`src/rtl/tile_pkg.sv`:
```
// Shared constants for the LED tile renderer: texture select codes, RGB565 field
// positions and the default transparent key colour.
package tile_pkg;

   typedef enum logic [1:0] {
      SEL_TEX0 = 2'd0,
      SEL_TEX1 = 2'd1,
      SEL_ON   = 2'd2,
      SEL_OFF  = 2'd3
   } tex_sel_e;

   localparam int R_HI = 15;
   localparam int R_LO = 11;
   localparam int G_HI = 10;
   localparam int G_LO = 5;
   localparam int B_HI = 4;
   localparam int B_LO = 0;

   localparam logic [15:0] KEY_COLOR_DEF = 16'h0000;

endpackage

```
`src/rtl/pipe_delay.sv`:
```
// WIDTH x DEPTH shift register with synchronous clear; output lags input by DEPTH
// clocks, no stall path.
module pipe_delay #(
   parameter int WIDTH = 1,
   parameter int DEPTH = 1
)(
   input  logic             i_clk,
   input  logic             i_rst,
   input  logic [WIDTH-1:0] i_d,
   output logic [WIDTH-1:0] o_q
);

   logic [WIDTH-1:0] r_stage [DEPTH];

   always_ff @(posedge i_clk) begin
      if (i_rst) begin
         for (int i = 0; i < DEPTH; i++) r_stage[i] <= '0;
      end else begin
         r_stage[0] <= i_d;
         for (int i = 1; i < DEPTH; i++) r_stage[i] <= r_stage[i-1];
      end
   end

   assign o_q = r_stage[DEPTH-1];

endmodule

```
`src/rtl/led_tile_renderer.sv`:
```
// Per-cell texture selector (LED on/off, default, alternate) with key replacement.
// Latency ROM_LAT+1 clocks, one pixel per clock, no backpressure.
module led_tile_renderer
   import tile_pkg::*;
#(
   parameter int          COORD_W      = 9,
   parameter int          CELL_BITS    = 5,
   parameter int          N_LEDS       = 13,
   parameter int          LED_ROW      = 3,
   parameter int          LED_COL0     = 1,
   parameter int          ALT_LO       = 2,
   parameter int          ALT_HI       = 4,
   parameter int          ROM_LAT      = 1,
   parameter int          BLINK_FRAMES = 30,
   parameter logic [15:0] KEY_COLOR    = KEY_COLOR_DEF
)(
   input  logic                   i_clk,
   input  logic                   i_rst,
   input  logic [COORD_W-1:0]     i_x,
   input  logic [COORD_W-1:0]     i_y,
   input  logic                   i_de,
   input  logic                   i_frame,
   input  logic [N_LEDS-1:0]      i_status,
   input  logic [N_LEDS-1:0]      i_blink,
   output logic [2*CELL_BITS-1:0] o_rom_addr,
   input  logic [15:0]            i_tex_on,
   input  logic [15:0]            i_tex_off,
   input  logic [15:0]            i_tex0,
   input  logic [15:0]            i_tex1,
   output logic [4:0]             o_r,
   output logic [5:0]             o_g,
   output logic [4:0]             o_b,
   output logic                   o_de
);

   localparam int CELL_W = COORD_W - CELL_BITS;
   localparam int FC_W   = $clog2(BLINK_FRAMES + 1);

   localparam logic [CELL_W-1:0] LED_ROW_C  = CELL_W'(LED_ROW);
   localparam logic [CELL_W-1:0] LED_FIRST  = CELL_W'(LED_COL0);
   localparam logic [CELL_W-1:0] LED_LAST   = CELL_W'(LED_COL0 + N_LEDS - 1);
   localparam logic [CELL_W-1:0] ALT_LO_C   = CELL_W'(ALT_LO);
   localparam logic [CELL_W-1:0] ALT_HI_C   = CELL_W'(ALT_HI);
   localparam logic [FC_W-1:0]   FC_LAST    = FC_W'(BLINK_FRAMES - 1);

   logic [N_LEDS-1:0] r_status;
   logic [N_LEDS-1:0] r_blink;
   logic [FC_W-1:0]   r_frame_cnt;
   logic              r_phase;

   logic [CELL_W-1:0] w_cx, w_cy, w_off;
   logic [N_LEDS-1:0] w_led_eff, w_led_rev, w_led_shift;
   logic              w_led_cell;
   tex_sel_e          w_sel;
   logic [2:0]        w_dly;
   logic [15:0]       w_word, w_pix;

   logic [4:0] r_r;
   logic [5:0] r_g;
   logic [4:0] r_b;
   logic       r_de;

   assign o_rom_addr = {i_y[CELL_BITS-1:0], i_x[CELL_BITS-1:0]};

   // LED state is frozen at vertical blank so a frame never shows a half-updated row.
   always_ff @(posedge i_clk) begin
      if (i_rst) begin
         r_status    <= '0;
         r_blink     <= '0;
         r_frame_cnt <= '0;
         r_phase     <= 1'b0;
      end else if (i_frame) begin
         r_status <= i_status;
         r_blink  <= i_blink;
         if (r_frame_cnt == FC_LAST) begin
            r_frame_cnt <= '0;
            r_phase     <= ~r_phase;
         end else begin
            r_frame_cnt <= r_frame_cnt + FC_W'(1);
         end
      end
   end

   assign w_cx      = i_x[COORD_W-1:CELL_BITS];
   assign w_cy      = i_y[COORD_W-1:CELL_BITS];
   assign w_off     = w_cx - LED_FIRST;
   assign w_led_eff = r_status & ~(r_blink & {N_LEDS{r_phase}});

   // Leftmost LED cell maps to the MSB, so reverse before indexing by column offset.
   always_comb begin
      w_led_rev = '0;
      for (int i = 0; i < N_LEDS; i++) w_led_rev[i] = w_led_eff[N_LEDS-1-i];
   end

   assign w_led_shift = w_led_rev >> w_off;
   assign w_led_cell  = (w_cy == LED_ROW_C) && (w_cx >= LED_FIRST) && (w_cx <= LED_LAST);

   always_comb begin
      w_sel = SEL_TEX0;
      if (w_led_cell)
         w_sel = w_led_shift[0] ? SEL_ON : SEL_OFF;
      else if ((w_cy < ALT_LO_C) || (w_cy > ALT_HI_C))
         w_sel = SEL_TEX1;
   end

   pipe_delay #(
      .WIDTH (3),
      .DEPTH (ROM_LAT)
   ) u_sel_dly (
      .i_clk (i_clk),
      .i_rst (i_rst),
      .i_d   ({w_sel, i_de}),
      .o_q   (w_dly)
   );

   always_comb begin
      w_word = i_tex0;
      case (w_dly[2:1])
         SEL_TEX1: w_word = i_tex1;
         SEL_ON:   w_word = i_tex_on;
         SEL_OFF:  w_word = i_tex_off;
         default:  w_word = i_tex0;
      endcase
      w_pix = (w_word == KEY_COLOR) ? i_tex0 : w_word;
   end

   always_ff @(posedge i_clk) begin
      if (i_rst) begin
         r_r  <= '0;
         r_g  <= '0;
         r_b  <= '0;
         r_de <= 1'b0;
      end else begin
         r_de <= w_dly[0];
         r_r  <= w_dly[0] ? w_pix[R_HI:R_LO] : 5'd0;
         r_g  <= w_dly[0] ? w_pix[G_HI:G_LO] : 6'd0;
         r_b  <= w_dly[0] ? w_pix[B_HI:B_LO] : 5'd0;
      end
   end

   assign o_r  = r_r;
   assign o_g  = r_g;
   assign o_b  = r_b;
   assign o_de = r_de;

endmodule

```
`config.mk`:
```
export PLATFORM = sky130hd
export DESIGN_NAME = led_tile_renderer
export DESIGN_NICKNAME = d
export VERILOG_FILES = /design/src/rtl/tile_pkg.sv /design/src/rtl/pipe_delay.sv /design/src/rtl/led_tile_renderer.sv
export SDC_FILE = /design/constraint.sdc
export NUM_CORES = 1
export LEC_CHECK = 0
export ABC_AREA = 1
export BUFFER_PORTS_ARGS = -buffer_cell sky130_fd_sc_hd__buf_2
export CAP_MARGIN = 10
export CORE_ASPECT_RATIO = 0.5
export CORE_MARGIN = 1.5
export CORE_UTILIZATION = 47
export CTS_CLUSTER_SIZE = 40
export DETAILED_ROUTE_END_ITERATION = 12
export GPL_ROUTABILITY_DRIVEN = 1
export GPL_TIMING_DRIVEN = 0
export PLACE_DENSITY = 0.81
export SYNTH_ARGS = -nofsm -noshare
export SYNTH_HDL_FRONTEND = slang
export SYNTH_SLANG_ARGS = --single-unit
export TNS_END_PERCENT = 30
```
`constraint.sdc`:
```
create_clock -name i_clk -period 2.3 [get_ports i_clk]
set_input_delay 0.115 -clock i_clk [delete_from_list [all_inputs] [get_ports i_clk]]
set_output_delay 0.115 -clock i_clk [all_outputs]
set_load 0.05 [all_outputs]
```
======== After elaboration in Yosys (flattened, before gate mapping) ========
Memories as Yosys holds them, arrays and structs flattened.
Cells that the tools add are included.
operators by class
  add/sub/neg operators ................... 2
  $lt $le $gt $ge ......................... 4
  equal/unequal tests ..................... 5
  shifts and indexed selects .............. 1
  mux-type cells .......................... 11
  bitwise logic cells ..................... 5
  reduce and logical (&&, ||, !) cells .... 7
operators with widths
  operator                                                       count
  case mux 16 bit (3 select lines)                               1
  bitwise AND 13 bit                                             2
  zero test 16 bit                                               1
  two-way mux 16 bit                                             1
  NOT 13 bit                                                     1
  right shift 13 x 4 -> 1 bit                                    1
  two-way mux 1 bit                                              6
  adder 5 x 1 -> 5 bit, second input constant                    1
  == test 5 bit, second input constant                           1
  two-way mux 5 bit                                              1
  == test 2 bit, second input constant                           2
  == test 4 x 2 -> 1 bit, second input constant                  1
  >= comparator 4 x 1 -> 1 bit, second input constant            1
  greater-than comparator 4 x 3 -> 1 bit, second input constant  1
  <= comparator 4 bit, second input constant                     1
  less-than comparator 4 x 2 -> 1 bit, second input constant     1
  subtractor 4 x 1 -> 4 bit, second input constant               1
  two-way mux 3 bit                                              1
  OR reduction 3 bit                                             1
  == test 2 x 1 -> 1 bit, second input constant                  1
  logical AND 1 bit                                              2
  two-way mux 2 bit                                              1
  NOT 1 bit                                                      2
  AND reduction 2 bit                                            1
  2 further kinds                                                2
storage, ports and cells
  register bits ........................... 49
  memory bits (writable) .................. 3
  logic and storage cells ................. 44
  memories ................................ 1
memory list
  name               words  bits a word  rd ports  clocked after memory_dff  wr ports  line              text
  u_sel_dly.r_stage  1      3            1         0                         1         pipe_delay.sv:13  logic [WIDTH-1:0] r_stage [DEPTH];

======== Longest topological paths before layout ========
Gate-level depths: netlist of run 1.
  depth in word-level cells ............... 7
  mapped depth ............................ 13
  mapped depth without buffers ............ 11

======== Cells and area by module ========
From an unflattened synthesis of run 1, not the netlist that was laid out.
unflattened totals
  cells, all modules ...................... 467
  area, all modules ....................... 3039.2 sq um
by module, submodules not included
  module             instances  cells an instance  area an instance (sq um)  seq. area each (sq um)
  led_tile_renderer  1          458                2956.6                    980.9
  pipe_delay         1          9                  82.6                      60.1

======== Least setup slack after synthesis of run 1 ========
Ideal clock, no wire load.
  kind .................................... reg2reg
  start point ............................. memory u_sel_dly.r_stage[0][2]
  end point ............................... register r_b[0] (netlist: o_b[0])
  library setup time ...................... 113 ps
  data arrival time ....................... 1464 ps
  required time ........................... 2187 ps
  setup slack ............................. 723 ps
  stages on the path, launching flop included .. 12
  period minus slack after synthesis ...... 1577 ps
  path through ............................ dfxtp_1 -> buf_6 -> buf_2 -> nand3_1 -> nand4_1 -> nor2_1 -> nand2_1 -> nor2_4 -> buf_4 -> nand3b_1 -> nand2_1 -> nor2_1
on the way
  cells in the longest elaborated chain, start to end .. 5
ends and longest elaborated chain
  item                                                     line                      text
  start: declaration                                       pipe_delay.sv:13
  memory read (1 x 3 bit) (*)                              -
  == test 2 bit or == test 2 x 1 -> 1 bit (tied branches)  led_tile_renderer.sv:118  case (w_dly[2:1])
  case mux 16 bit (3 select lines) (*)                     led_tile_renderer.sv:118
  zero test 16 bit                                         led_tile_renderer.sv:124  w_pix = (w_word == KEY_COLOR) ? i_tex0 : w_word;
  two-way mux 16 bit (*)                                   led_tile_renderer.sv:124
  end signal: assignment                                   led_tile_renderer.sv:137  r_b <= w_dly[0] ? w_pix[B_HI:B_LO] : 5'd0;
  end: declaration                                         led_tile_renderer.sv:60   logic [4:0] r_b;
Every way passes the cells marked *; elsewhere a longest branch is shown, timed or not.
A chain may end at the register's enable or synchronous reset.

======== Worst setup path after layout of run 1 ========
  start point ............................. memory u_sel_dly.r_stage[0][1]
  end point ............................... register r_r[3] (netlist: o_r[3])
on the way
  cells in the longest elaborated chain, start to end .. 5
ends and longest elaborated chain
  item                                                     line                      text
  memory read (1 x 3 bit) (*)                              -
  == test 2 bit or == test 2 x 1 -> 1 bit (tied branches)  led_tile_renderer.sv:118
  case mux 16 bit (3 select lines) (*)                     led_tile_renderer.sv:118
  zero test 16 bit                                         led_tile_renderer.sv:124
  two-way mux 16 bit (*)                                   led_tile_renderer.sv:124
  end signal: assignment                                   led_tile_renderer.sv:135  r_r <= w_dly[0] ? w_pix[R_HI:R_LO] : 5'd0;
  end: declaration                                         led_tile_renderer.sv:58   logic [4:0] r_r;
Marks and branches as above.

==> run_results.csv, run 1 <==
group,metric,value,unit
run_status,status,"finished clean",
clocking,cts_root_buf,"clkbuf_16",
power_and_ir_drop,peakVddDrop,422,uV
timing,setup_violations,0,
global_routing,grt_max_degree,17,
worst_setup_path,worst_setup_path_start_kind,"flip-flop",
yosys,synth_area_per_cell,6.54,um^2
global_routing,grt_pass1_wl,13100,um
clocking,cts_setup_buffers,0,
timing,min_period,1860,ps
min_path,min_from,"i_rst",
worst_setup_path,cp.arrival,2050,ps
timing,max_freq,539,MHz
min_path,hp-class,"input port to flip-flop",
yosys,synth.distinct_cells,25,
timing,setup_tns,0,ps
detailed_routing,routedWlPerCell,12.5,um
final_layout,design_area,3930,um^2
min_path,whs_endpoint,"u_sel_dly.r_stage[0][0]",
job,drv_cap,0,
timing,rsz0062_at_grt,"false",
placed_design,io_buffers,128,
detailed_routing,routed_wl,8560,um
timing,slew_headroom,66.3,%
die,core,6130,um^2
final_layout,multi_input_area,1620,um^2
global_routing,first_global_vias,3000,
final_layout,final_common_cell,"buf_2",
timing,slew_violations,0,
yosys,yosysWarnings,0,
clocking,numCtsBuffers,5,
worst_setup_path,cpPeakStageDelay,310,ps
worst_setup_path,required,2500,ps
worst_setup_path,critPathSlowestCell,"dfxtp_1",
worst_setup_path,r2r_start,"u_sel_dly.r_stage[0][1]",
final_layout,nFillCells,578,
die,die-area,6930,um^2
detailed_routing,drtIter0Drc,145,
yosys,ys_seq_elements,52,
worst_setup_path,crit_type,"flip-flop to flip-flop",
power_and_ir_drop,p_leak,1.92,nW
detailed_routing,final_antenna_net_count,0,
detailed_routing,viasPerCell,5.05,
detailed_routing,first_pass_iters,5,
final_layout,ff_latch_area,1040,um^2
timing,hold_viol_final,0,
global_routing,overflow,0,
die,dieHeight,59.6,um
detailed_routing,dr_total_vias,3457,
worst_setup_path,crit_path_end_kind,"flip-flop",
clocking,cts.reportedPaths.clkPinSlew,80,ps
final_layout,syn2layout_area_growth,30.5,%
worst_setup_path,ff2ff_setup_slack,440,ps
timing,finalClockSkew,8.54,ps
die,io_pins,139,
power_and_ir_drop,p_total,2.35,mW
global_routing,grt_usage,24.5,%
yosys,synth_area,3010,um^2
min_path,holdPathStages,2,
final_layout,drive_above_1_share,27.8,%
final_layout,antenna_cells,0,
timing,tightestPinTransition,505,ps
clocking,cts_tree,"yes",
clocking,cts.path.max_buffers,2,
worst_setup_path,path_max_fanout,10,
placed_design,dp_hpwl,6280,um
final_layout,mostFrequentLayoutCells,"132 x buf_2, 109 x nor2_1, 79 x nand2_1, 64 x nand3_1, 52 x dfxtp_1",
die,start_util,49.2,%
clocking,clk_latency,300,ps
worst_setup_path,cp_cell_sequence,"buf_6 > buf_2 > nand3_1 > nand4_1 > nor2_1 > nand2_1 > nor2_4 > buf_4 > nand3b_1 > nand2_1 > nor2_1",
placed_design,dpl_cell_area,3760,um^2
yosys,synthesis.nets,577,
die,rows,20,
die,die_w,116,um
clocking,htree_levels,2,
yosys,synth_cells,461,
worst_setup_path,r2r_cells,11,
clocking,cts_hold_buf,0,
final_layout,final_nets,712,
timing,period_share,80.7,%
power_and_ir_drop,power_density,598,nW/um^2
placed_design,gp_routability_congestion,0.868,
global_routing,antenna_found_initial,0,
clocking,numClockSinks,52,
clocking,cts_resized,0,
detailed_routing,post-route-drc-count,0,
worst_setup_path,worstReg2RegEnd,"o_r[3]",
yosys,seq_area_frac_synth,34.5,%
==> state kept, by name (all words and copies together), names as in the netlist <==
name and cells:
o_b 5, o_de 1, o_g 6, o_r 5
r_blink 13, r_frame_cnt 5, r_phase 1, r_status 13
u_sel_dly.r_stage 3
==> layer usage <==
layer | vias to the layer above | global-route usage [%] | wire length (um)
li1 | 1772 | - | -
met1 | 1508 | 29.8 | 3810
met2 | 154 | 44.2 | 3880
met3 | 23 | 4.81 | 684
met4 | 0 | 8.36 | 184
met5 | - | 0 | 0
==> where the power goes <==
| part | internal [mW] | leakage (nW) | switching, mW | total, mW |
|---|---|---|---|---|
| registers | 0.947 | 0.428 | 0.0215 | 0.969 |
| clock network | 0.519 | 0.0815 | 0.364 | 0.883 |
| logic | 0.195 | 1.41 | 0.305 | 0.500 |
==> worst max-delay path, delay by kind of cell, from the launching register on <==
family / cells / cell delay, ps
buf+inv: 3 / 560
flops: 1 / 310
simple gates: 8 / 890
==> cells in the mapped netlist <==
cell / n / area (um^2)
inv_1: 28 / 105
o21ai_0: 31 / 155
nand2_1: 79 / 297
nor2_1: 109 / 409
buf_4: 11 / 82.6
a21oi_1: 5 / 25.0
ha_1: 4 / 50.1
xnor2_1: 2 / 17.5
o211ai_1: 1 / 7.51
nor2_4: 4 / 45.0
inv_2: 4 / 15.0
a211oi_1: 1 / 7.51
clkinv_1: 3 / 11.3
o41ai_1: 1 / 8.76
clkbuf_1: 9 / 33.8
xor2_1: 3 / 26.3
nand3b_1: 15 / 113
nand3_1: 64 / 320
nand4_1: 17 / 106
buf_2: 4 / 20.0
nor3_1: 5 / 25.0
dfxtp_1: 52 / 1040
nand3_2: 1 / 10.0
buf_6: 7 / 78.8
buf_1: 1 / 3.75
==> cell type report <==
cell class                 instances  area share [%]
inverter                          35            3.34
buffer                            32            5.57
clock buffer                       6            3.28
tap                               88            2.80
timing repair buffer             128            16.3
multi-input combinational        342            41.3
clock inverter                     2           0.986
sequential                        52            26.5
==> logic make-up (layout without fill, tap and decap cells) <==
logic type	after synthesis	count (layout)	synth area share [%]
flip-flops	52	52	34.5
adder cells (fa/ha/maj)	4	4	1.66
AND/OR/NAND/NOR	294	294	44.0
buffers and inverters	67	203	11.6
AO/OA/AOI/OAI	39	39	6.77
XOR/XNOR	5	5	1.45
==> through the flow <==
stage	std cells	util [%]	setup slack (ps)	hold WS [ps]
after CTS	685	64.1	438	19.4
after floorplan	461	-	723	186
after detailed placement	677	61.4	451	330
final	685	64.1	444	15.4
after global placement	677	61.4	490	318
after global routing	685	64.1	222	23.5
==> how the worst max path moves through the flow <==
stage,start,endpoint,slack [ps],cells past startpoint
after CTS,u_sel_dly.r_stage[0][1],o_r[3],440,12
after global placement,u_sel_dly.r_stage[0][1],o_r[3],490,12
final,u_sel_dly.r_stage[0][1],o_r[3],440,11
after detailed placement,u_sel_dly.r_stage[0][1],o_r[3],450,12
after global routing,u_sel_dly.r_stage[0][1],o_r[4],220,11
after floorplan,u_sel_dly.r_stage[0][2],o_b[0],720,11
No activity file was read; power rests on OpenSTA's default activity.
==> run 2: changes to the inputs <==
--- a/config.mk
+++ b/config.mk
@@ -5,17 +5,17 @@
 export SDC_FILE = /design/constraint.sdc
 export NUM_CORES = 1
 export LEC_CHECK = 0
-export ABC_AREA = 1
+export ABC_AREA = 0
 export BUFFER_PORTS_ARGS = -buffer_cell sky130_fd_sc_hd__buf_2
 export CAP_MARGIN = 10
 export CORE_ASPECT_RATIO = 0.5
 export CORE_MARGIN = 1.5
-export CORE_UTILIZATION = 47
+export CORE_UTILIZATION = 41
 export CTS_CLUSTER_SIZE = 40
 export DETAILED_ROUTE_END_ITERATION = 12
 export GPL_ROUTABILITY_DRIVEN = 1
 export GPL_TIMING_DRIVEN = 0
-export PLACE_DENSITY = 0.81
+export PLACE_DENSITY = 0.78
 export SYNTH_ARGS = -nofsm -noshare
 export SYNTH_HDL_FRONTEND = slang
 export SYNTH_SLANG_ARGS = --single-unit
==> constraint.sdc (replaced) <==
create_clock -name i_clk -period 1.7 [get_ports i_clk]
set_input_delay 0.085 -clock i_clk [delete_from_list [all_inputs] [get_ports i_clk]]
set_output_delay 0.085 -clock i_clk [all_outputs]
set_load 0.05 [all_outputs]
==> run 2 against run 1 <==
  * Global-route usage down 6.4 points
  * Critical path depth down 3
  * Clock skew down 6.4 ps
  * Clock-buffer cell count unchanged
  * The run now ends with setup timing left
  * First-iteration DRC count down 37%
  * Total power up 25%
  * Sequential power up 35%
  * Non-clock buffer count up 1
  * Design area down 5.9%
  * Synthesized area down 12%
  * Combinational power up 24%
  * Hold slack better by 8.1 ps
==> run_results.csv, run 2 <==
group,metric,value,unit
yosys,ys_seq_elements,52,
final_layout,post-route-util,59.9,%
yosys,seq_area_frac_synth,39.0,%
timing,max_freq,471,MHz
final_layout,final_common_cell,"buf_2",
yosys,yosys-top-cells-count,"52 x dfxtp_1, 35 x nor2_1, 34 x mux2i_1",
global_routing,antenna_found_initial,0,
timing,rsz0062_at_grt,"true",
run_status,status,"complete, but fails checks",
die,die_w,117,um
global_routing,grt_usage,18.2,%
yosys,synth_area,2670,um^2
worst_setup_path,crit_path_frequent_cell,"buf_12",
power_and_ir_drop,peakVddDrop,332,uV
clocking,cts.path.max_buffers,2,
yosys,synth_cells,242,
die,core,6180,um^2
worst_setup_path,cpLargestDelayFamily,"multiplexers",
placed_design,gp_routability_congestion,0.741,
detailed_routing,final_antenna_net_count,0,
die,io_pins,139,
worst_setup_path,crit_path_end_kind,"flip-flop",
placed_design,io_buffers,127,
worst_setup_path,cp_cell_sequence,"buf_8 > buf_12 > mux4_2 > nor4_4 > and4_1 > buf_6 > buf_12 > a22o_1",
final_layout,fin_cells,471,
global_routing,overflow,0,
timing,min_period,2120,ps
yosys,synth_edf_count,0,
worst_setup_path,required,1930,ps
timing,finalClockSkew,2.15,ps
detailed_routing,post-route-drc-count,0,
power_and_ir_drop,power_density,796,nW/um^2
worst_setup_path,cp.arrival,2360,ps
worst_setup_path,r2r_cells,8,
yosys,synth_fa_ha_area_share,1.88,%
clocking,cts_tree,"yes",
yosys,synth_top_area_cell,"dfxtp_1",
detailed_routing,viasPerCell,5.06,
placed_design,dpl_cell_area,3410,um^2
yosys,synth.area.top_cells,"dfxtp_1 39%, mux2i_1 13%, mux4_1 7.9%",
worst_setup_path,critPathBufInv,4,
die,dieHeight,60.0,um
run_status,failed_checks,"setup timing",
yosys,muxShareOfSynthArea,29.5,%
yosys,synthesis.nets,358,
clocking,cts.reportedPaths.clkPinSlew,60,ps
worst_setup_path,critPathSlowestCell,"mux4_2",
final_layout,final_nets,498,
final_layout,syn2layout_area_growth,38.8,%
timing,slew_headroom,50.7,%
yosys,synth.distinct_cells,37,
min_path,hp-class,"input port to flip-flop",
timing,setup_violations,16,
detailed_routing,drtIter0Drc,92,
yosys,synth_xor_xnor_area_share,2.63,%
global_routing,grt_max_degree,16,
yosys,async_reset_ff_share,0,%
worst_setup_path,crit_type,"flip-flop to flip-flop",
min_path,whs_endpoint,"o_r[0]",
timing,period_share,125,%
final_layout,design_area,3700,um^2
timing,hold_viol_final,0,
global_routing,first_global_vias,2127,
worst_setup_path,r2r_start,"u_sel_dly.r_stage[0][1]",
yosys,synth.top_cell.area_share,39.0,%
timing,slew_violations,0,
yosys,yosysMostFrequentCell,"dfxtp_1",
final_layout,nFillCells,526,
timing,fin_ws,-424,ps
detailed_routing,dr_total_vias,2383,
detailed_routing,routed_wl,6740,um
yosys,yosysWarnings,0,
yosys,synth_top_family_by_area,"multiplexers",
worst_setup_path,worstReg2RegEnd,"o_b[3]",
clocking,cts_root_buf,"clkbuf_16",
power_and_ir_drop,p_leak,1.77,nW
worst_setup_path,ff2ff_setup_slack,-420,ps
placed_design,post-place-cells,457,
worst_setup_path,cpPeakStageDelay,540,ps
yosys,synth_compound_gate_area_share,9.62,%
placed_design,dp_hpwl,5010,um
detailed_routing,routedWlPerCell,14.3,um
die,die-area,7030,um^2
yosys,synth-simple-area-share,9.62,%
final_layout,antenna_cells,0,
yosys,synth_area_per_cell,11.0,um^2
die,rows,20,
worst_setup_path,worst_setup_path_start_kind,"flip-flop",
job,drv_cap,0,
final_layout,mostFrequentLayoutCells,"129 x buf_2, 51 x dfxtp_1, 35 x nor2_1, 34 x mux2i_1, 15 x a22o_1",
timing,holdWs,23.5,ps
min_path,holdPathStages,2,
global_routing,grt_pass1_wl,9540,um
min_path,min_from,"i_tex0[11]",
die,start_util,43.1,%
clocking,htree_levels,2,
yosys,synth_ff_type,"dfxtp_1",
clocking,numClockSinks,52,
detailed_routing,first_pass_iters,4,
final_layout,drive_above_1_share,48.0,%
worst_setup_path,path_max_fanout,10,
clocking,numCtsBuffers,5,
clocking,clk_latency,290,ps
timing,tightestPinTransition,739,ps
[run 2: cell types whose count changed in the layout (fill, tap and decap cells not counted), moves of 7 or more]
| cell | previous run | this run |
|---|---|---|
| nand4_1 | 17 | 2 |
| nand3b_1 | 15 | 1 |
| a22o_1 | 0 | 15 |
| mux2i_1 | 0 | 34 |
| o21ai_0 | 31 | 2 |
| inv_1 | 28 | 3 |
| nand3_1 | 64 | 3 |
| mux4_2 | 0 | 10 |
| nand2_1 | 79 | 5 |
| mux2_2 | 0 | 7 |
| nor2_1 | 109 | 35 |
[run 2: cells by family (layout without fill, tap and decap cells)]
group / Yosys count / in the layout
AOI/OAI and AO/OA: 34 / 34
buffers and inverters: 31 / 172
adders and majority gates: 4 / 4
xor gates and xnor gates: 8 / 8
and+or+nand+nor: 57 / 57
DFF: 52 / 52
muxes: 56 / 56
[run 2: repair_timing]
item | in CTS | in global routing
pin swaps | 5 | 2
hold endpoints to repair | 1 | 0
setup buffers | 4 | 0
resized for setup | 10 | 10
setup endpoints to repair | 17 | 17
hold buffers | 1 | 0
gates cloned | 1 | 0
[run 2: where the power goes]
part           leakage, nW  switching, mW  internal (mW)
clock               0.0766          0.436          0.581
combinational         1.26          0.314          0.308
sequential           0.427         0.0282           1.28
[run 2: metal layers]
metal | vias to the layer above | share of wire (%) | GRT usage [%] | routed length (um)
li1 | 1158 | - | - | -
met1 | 1115 | 42 | 20.7 | 2860
met2 | 98 | 49 | 32.9 | 3300
met3 | 12 | 7.0 | 4.67 | 475
met4 | 0 | 1.7 | 8.09 | 112
met5 | - | 0 | 0 | 0
[run 2: worst reg2reg max path, cell delays in order (launching register included)]
cell and delay [ps]:
dfxtp_2 350, buf_8 130, buf_12 140, mux4_2 550, nor4_4 280, and4_1 230
buf_6 130, buf_12 130, a22o_1 130
[run 2: layout make-up]
type	instances	area, um^2	area share, %
Multi-Input combinational cell	159	1470	39.7
Sequential cell	52	1040	28.2
Buffer	28	213	5.75
Tap cell	88	110	2.97
Inverter	3	11.3	0.304
Timing Repair Buffer	133	708	19.1
Clock inverter	2	10.0	0.270
Clock buffer	6	139	3.75
[run 2: worst max path at each step]
stage / start / to / cells past startpoint
after floorplan: u_sel_dly.r_stage[0][1] / o_r[2] / 8
after global placement: u_sel_dly.r_stage[0][2] / o_r[4] / 8
after detailed placement: u_sel_dly.r_stage[0][2] / o_b[3] / 8
after CTS: u_sel_dly.r_stage[0][1] / o_g[5] / 8
after global routing: u_sel_dly.r_stage[0][1] / o_b[3] / 8
final: u_sel_dly.r_stage[0][1] / o_b[3] / 8
[run 2: through the flow]
| stage | setup slack [ps] | setup TNS, ps | total power, mW |
|---|---|---|---|
| finish | -424 | -6180 | 2.94 |
| global route | -531 | -7870 | 3.07 |
| CTS | -440 | -6450 | 2.96 |
| detailed placement | -630 | -9750 | 1.90 |
| global placement | -647 | -10020 | 1.89 |
| floorplan | -220 | -2960 | 1.70 |
==> run 3: changes to the inputs <==
--- a/config.mk
+++ b/config.mk
@@ -15,6 +15,7 @@
 export DETAILED_ROUTE_END_ITERATION = 12
 export GPL_ROUTABILITY_DRIVEN = 1
 export GPL_TIMING_DRIVEN = 0
+export HOLD_SLACK_MARGIN = 0.08
 export PLACE_DENSITY = 0.78
 export SYNTH_ARGS = -nofsm -noshare
 export SYNTH_HDL_FRONTEND = slang
==> run 3 against run 2 <==
  * The run still ends with setup timing left
  * Sequential power is essentially flat
  * Via count grew 9.9%
  * Design area grew 12%
  * Global-route usage grew 3.1 points
  * Core utilization grew 7.1 points
==> run_results.csv, run 3 (same netlist as run 2, synthesis figures left out) <==
group,metric,value,unit
run_status,status,"complete, but fails checks",
run_status,failed_checks,"setup timing",
detailed_routing,viasPerCell,5.08,
final_layout,syn2layout_area_growth,55.3,%
final_layout,design_area,4140,um^2
die,rows,20,
global_routing,grt_pass1_wl,11100,um
die,core,6180,um^2
final_layout,final_nets,543,
placed_design,dp_hpwl,5010,um
clocking,cts.reportedPaths.clkPinSlew,70,ps
final_layout,mostFrequentLayoutCells,"129 x buf_2, 51 x dfxtp_1, 45 x dlygate4sd3_1, 35 x nor2_1, 34 x mux2i_1",
power_and_ir_drop,power_density,736,nW/um^2
worst_setup_path,required,1930,ps
placed_design,dpl_cell_area,3410,um^2
power_and_ir_drop,p_total,3.05,mW
timing,hold_viol_final,0,
final_layout,post-route-util,67.0,%
timing,max_freq,457,MHz
detailed_routing,routedWlPerCell,15.4,um
worst_setup_path,cp.arrival,2420,ps
global_routing,overflow,0,
placed_design,gp_routability_congestion,0.741,
placed_design,io_buffers,127,
timing,slew_violations,0,
timing,rsz0062_at_grt,"true",
die,io_pins,139,
final_layout,antenna_cells,0,
detailed_routing,dr_total_vias,2619,
die,die-area,7030,um^2
power_and_ir_drop,peakVddDrop,333,uV
global_routing,first_global_vias,2461,
die,die_w,117,um
global_routing,grt_usage,21.3,%
clocking,htree_levels,2,
detailed_routing,first_pass_iters,4,
clocking,cts_tree,"yes",
die,start_util,43.1,%
placed_design,dp_slack,-630,ps
final_layout,drive_above_1_share,43.5,%
detailed_routing,routed_wl,7950,um
detailed_routing,drtIter0Drc,143,
final_layout,nFillCells,484,
timing,slew_headroom,50.4,%
min_path,hp-class,"input port to flip-flop",
clocking,numCtsBuffers,5,
worst_setup_path,crit_type,"flip-flop to flip-flop",
timing,fin_ws,-489,ps
final_layout,final_common_cell,"buf_2",
global_routing,grt_max_degree,16,
detailed_routing,final_antenna_net_count,0,
global_routing,antenna_found_initial,0,
timing,min_period,2190,ps
clocking,cts_root_buf,"clkbuf_16",
worst_setup_path,crit_path_end_kind,"flip-flop",
clocking,clk_latency,290,ps
die,dieHeight,60.0,um
final_layout,multi_input_area,1460,um^2
clocking,cts.path.max_buffers,2,
job,drv_cap,0,
detailed_routing,post-route-drc-count,0,
worst_setup_path,worst_setup_path_start_kind,"flip-flop",
timing,period_share,129,%
power_and_ir_drop,p_leak,1.95,nW
final_layout,ff_latch_area,1040,um^2
timing,finalClockSkew,7.36,ps
timing,setup_violations,16,
timing,tightestPinTransition,744,ps
clocking,numClockSinks,52,
worst_setup_path,path_max_fanout,8,
run 3: cell count changes in the layout (fill, tap and decap cells not counted):
cell / delta
dlygate4sd3_1: +44
mux4_2: +1
buf_4: +2
mux4_1: -1
buf_6: -1
run 3: timing repair:
| item | in CTS | in global routing |
|---|---|---|
| setup buffers | 4 | 1 |
| pin swaps | 5 | 2 |
| hold endpoints to repair | 45 | 0 |
| resized for setup | 10 | 10 |
| gates cloned | 1 | 0 |
| endpoints found under the setup margin | 17 | 17 |
| hold buffers | 45 | 0 |
run 3: worst paths after layout:
check	start	end	slack [ps]	cells past startpoint
setup / recovery	u_sel_dly.r_stage[0][1]	o_r[1]	-490	8
hold / removal	i_y[7]	u_sel_dly.r_stage[0][1]	150	4
setup reg to reg	u_sel_dly.r_stage[0][1]	o_r[1]	-490	8
hold reg to reg	r_blink[9]	r_blink[9]	500	2
run 3: layout make-up:
cell class / count / area share, %
clock inverters: 2 / 0.242
repair buffers: 178 / 27.9
clock buffers: 6 / 3.35
well taps: 88 / 2.66
multi-input cells: 159 / 35.3
plain buffers: 28 / 5.05
flip-flops and latches: 52 / 25.2
inverters: 3 / 0.272
run 3: power by group:
group | total, mW | switching (mW) | internal [mW]
sequential | 1.31 | 0.0304 | 1.28
combinational | 0.713 | 0.338 | 0.374
clock | 1.03 | 0.448 | 0.581
run 3: critical path: stages, from the launching register on:
cell,delay [ps]
dfxtp_2,360
buf_8,130
buf_12,140
mux4_2,530
nor4_2,300
and4_1,260
buf_6,140
buf_4,120
a22o_1,150
run 3: routing by layer:
layer	wire length (um)	vias up	share of wire, %	track usage, %
met3	528	22	6.6	5.17
li1	-	1251	-	-
met2	4040	120	51	41.4
met1	3100	1226	39	21.8
met4	284	0	3.6	10.8
met5	0	-	0	0
run 3: through the flow:
step / std cells / TNS (ps) / hold slack, ps
3_3_place_gp: 457 / -10020 / 297
6_report: 516 / -7120 / 150
3_5_place_dp: 457 / -9750 / 299
5_1_grt: 516 / -8150 / 192
4_1_cts: 515 / -6450 / 152
2_1_floorplan: 242 / -2960 / 210
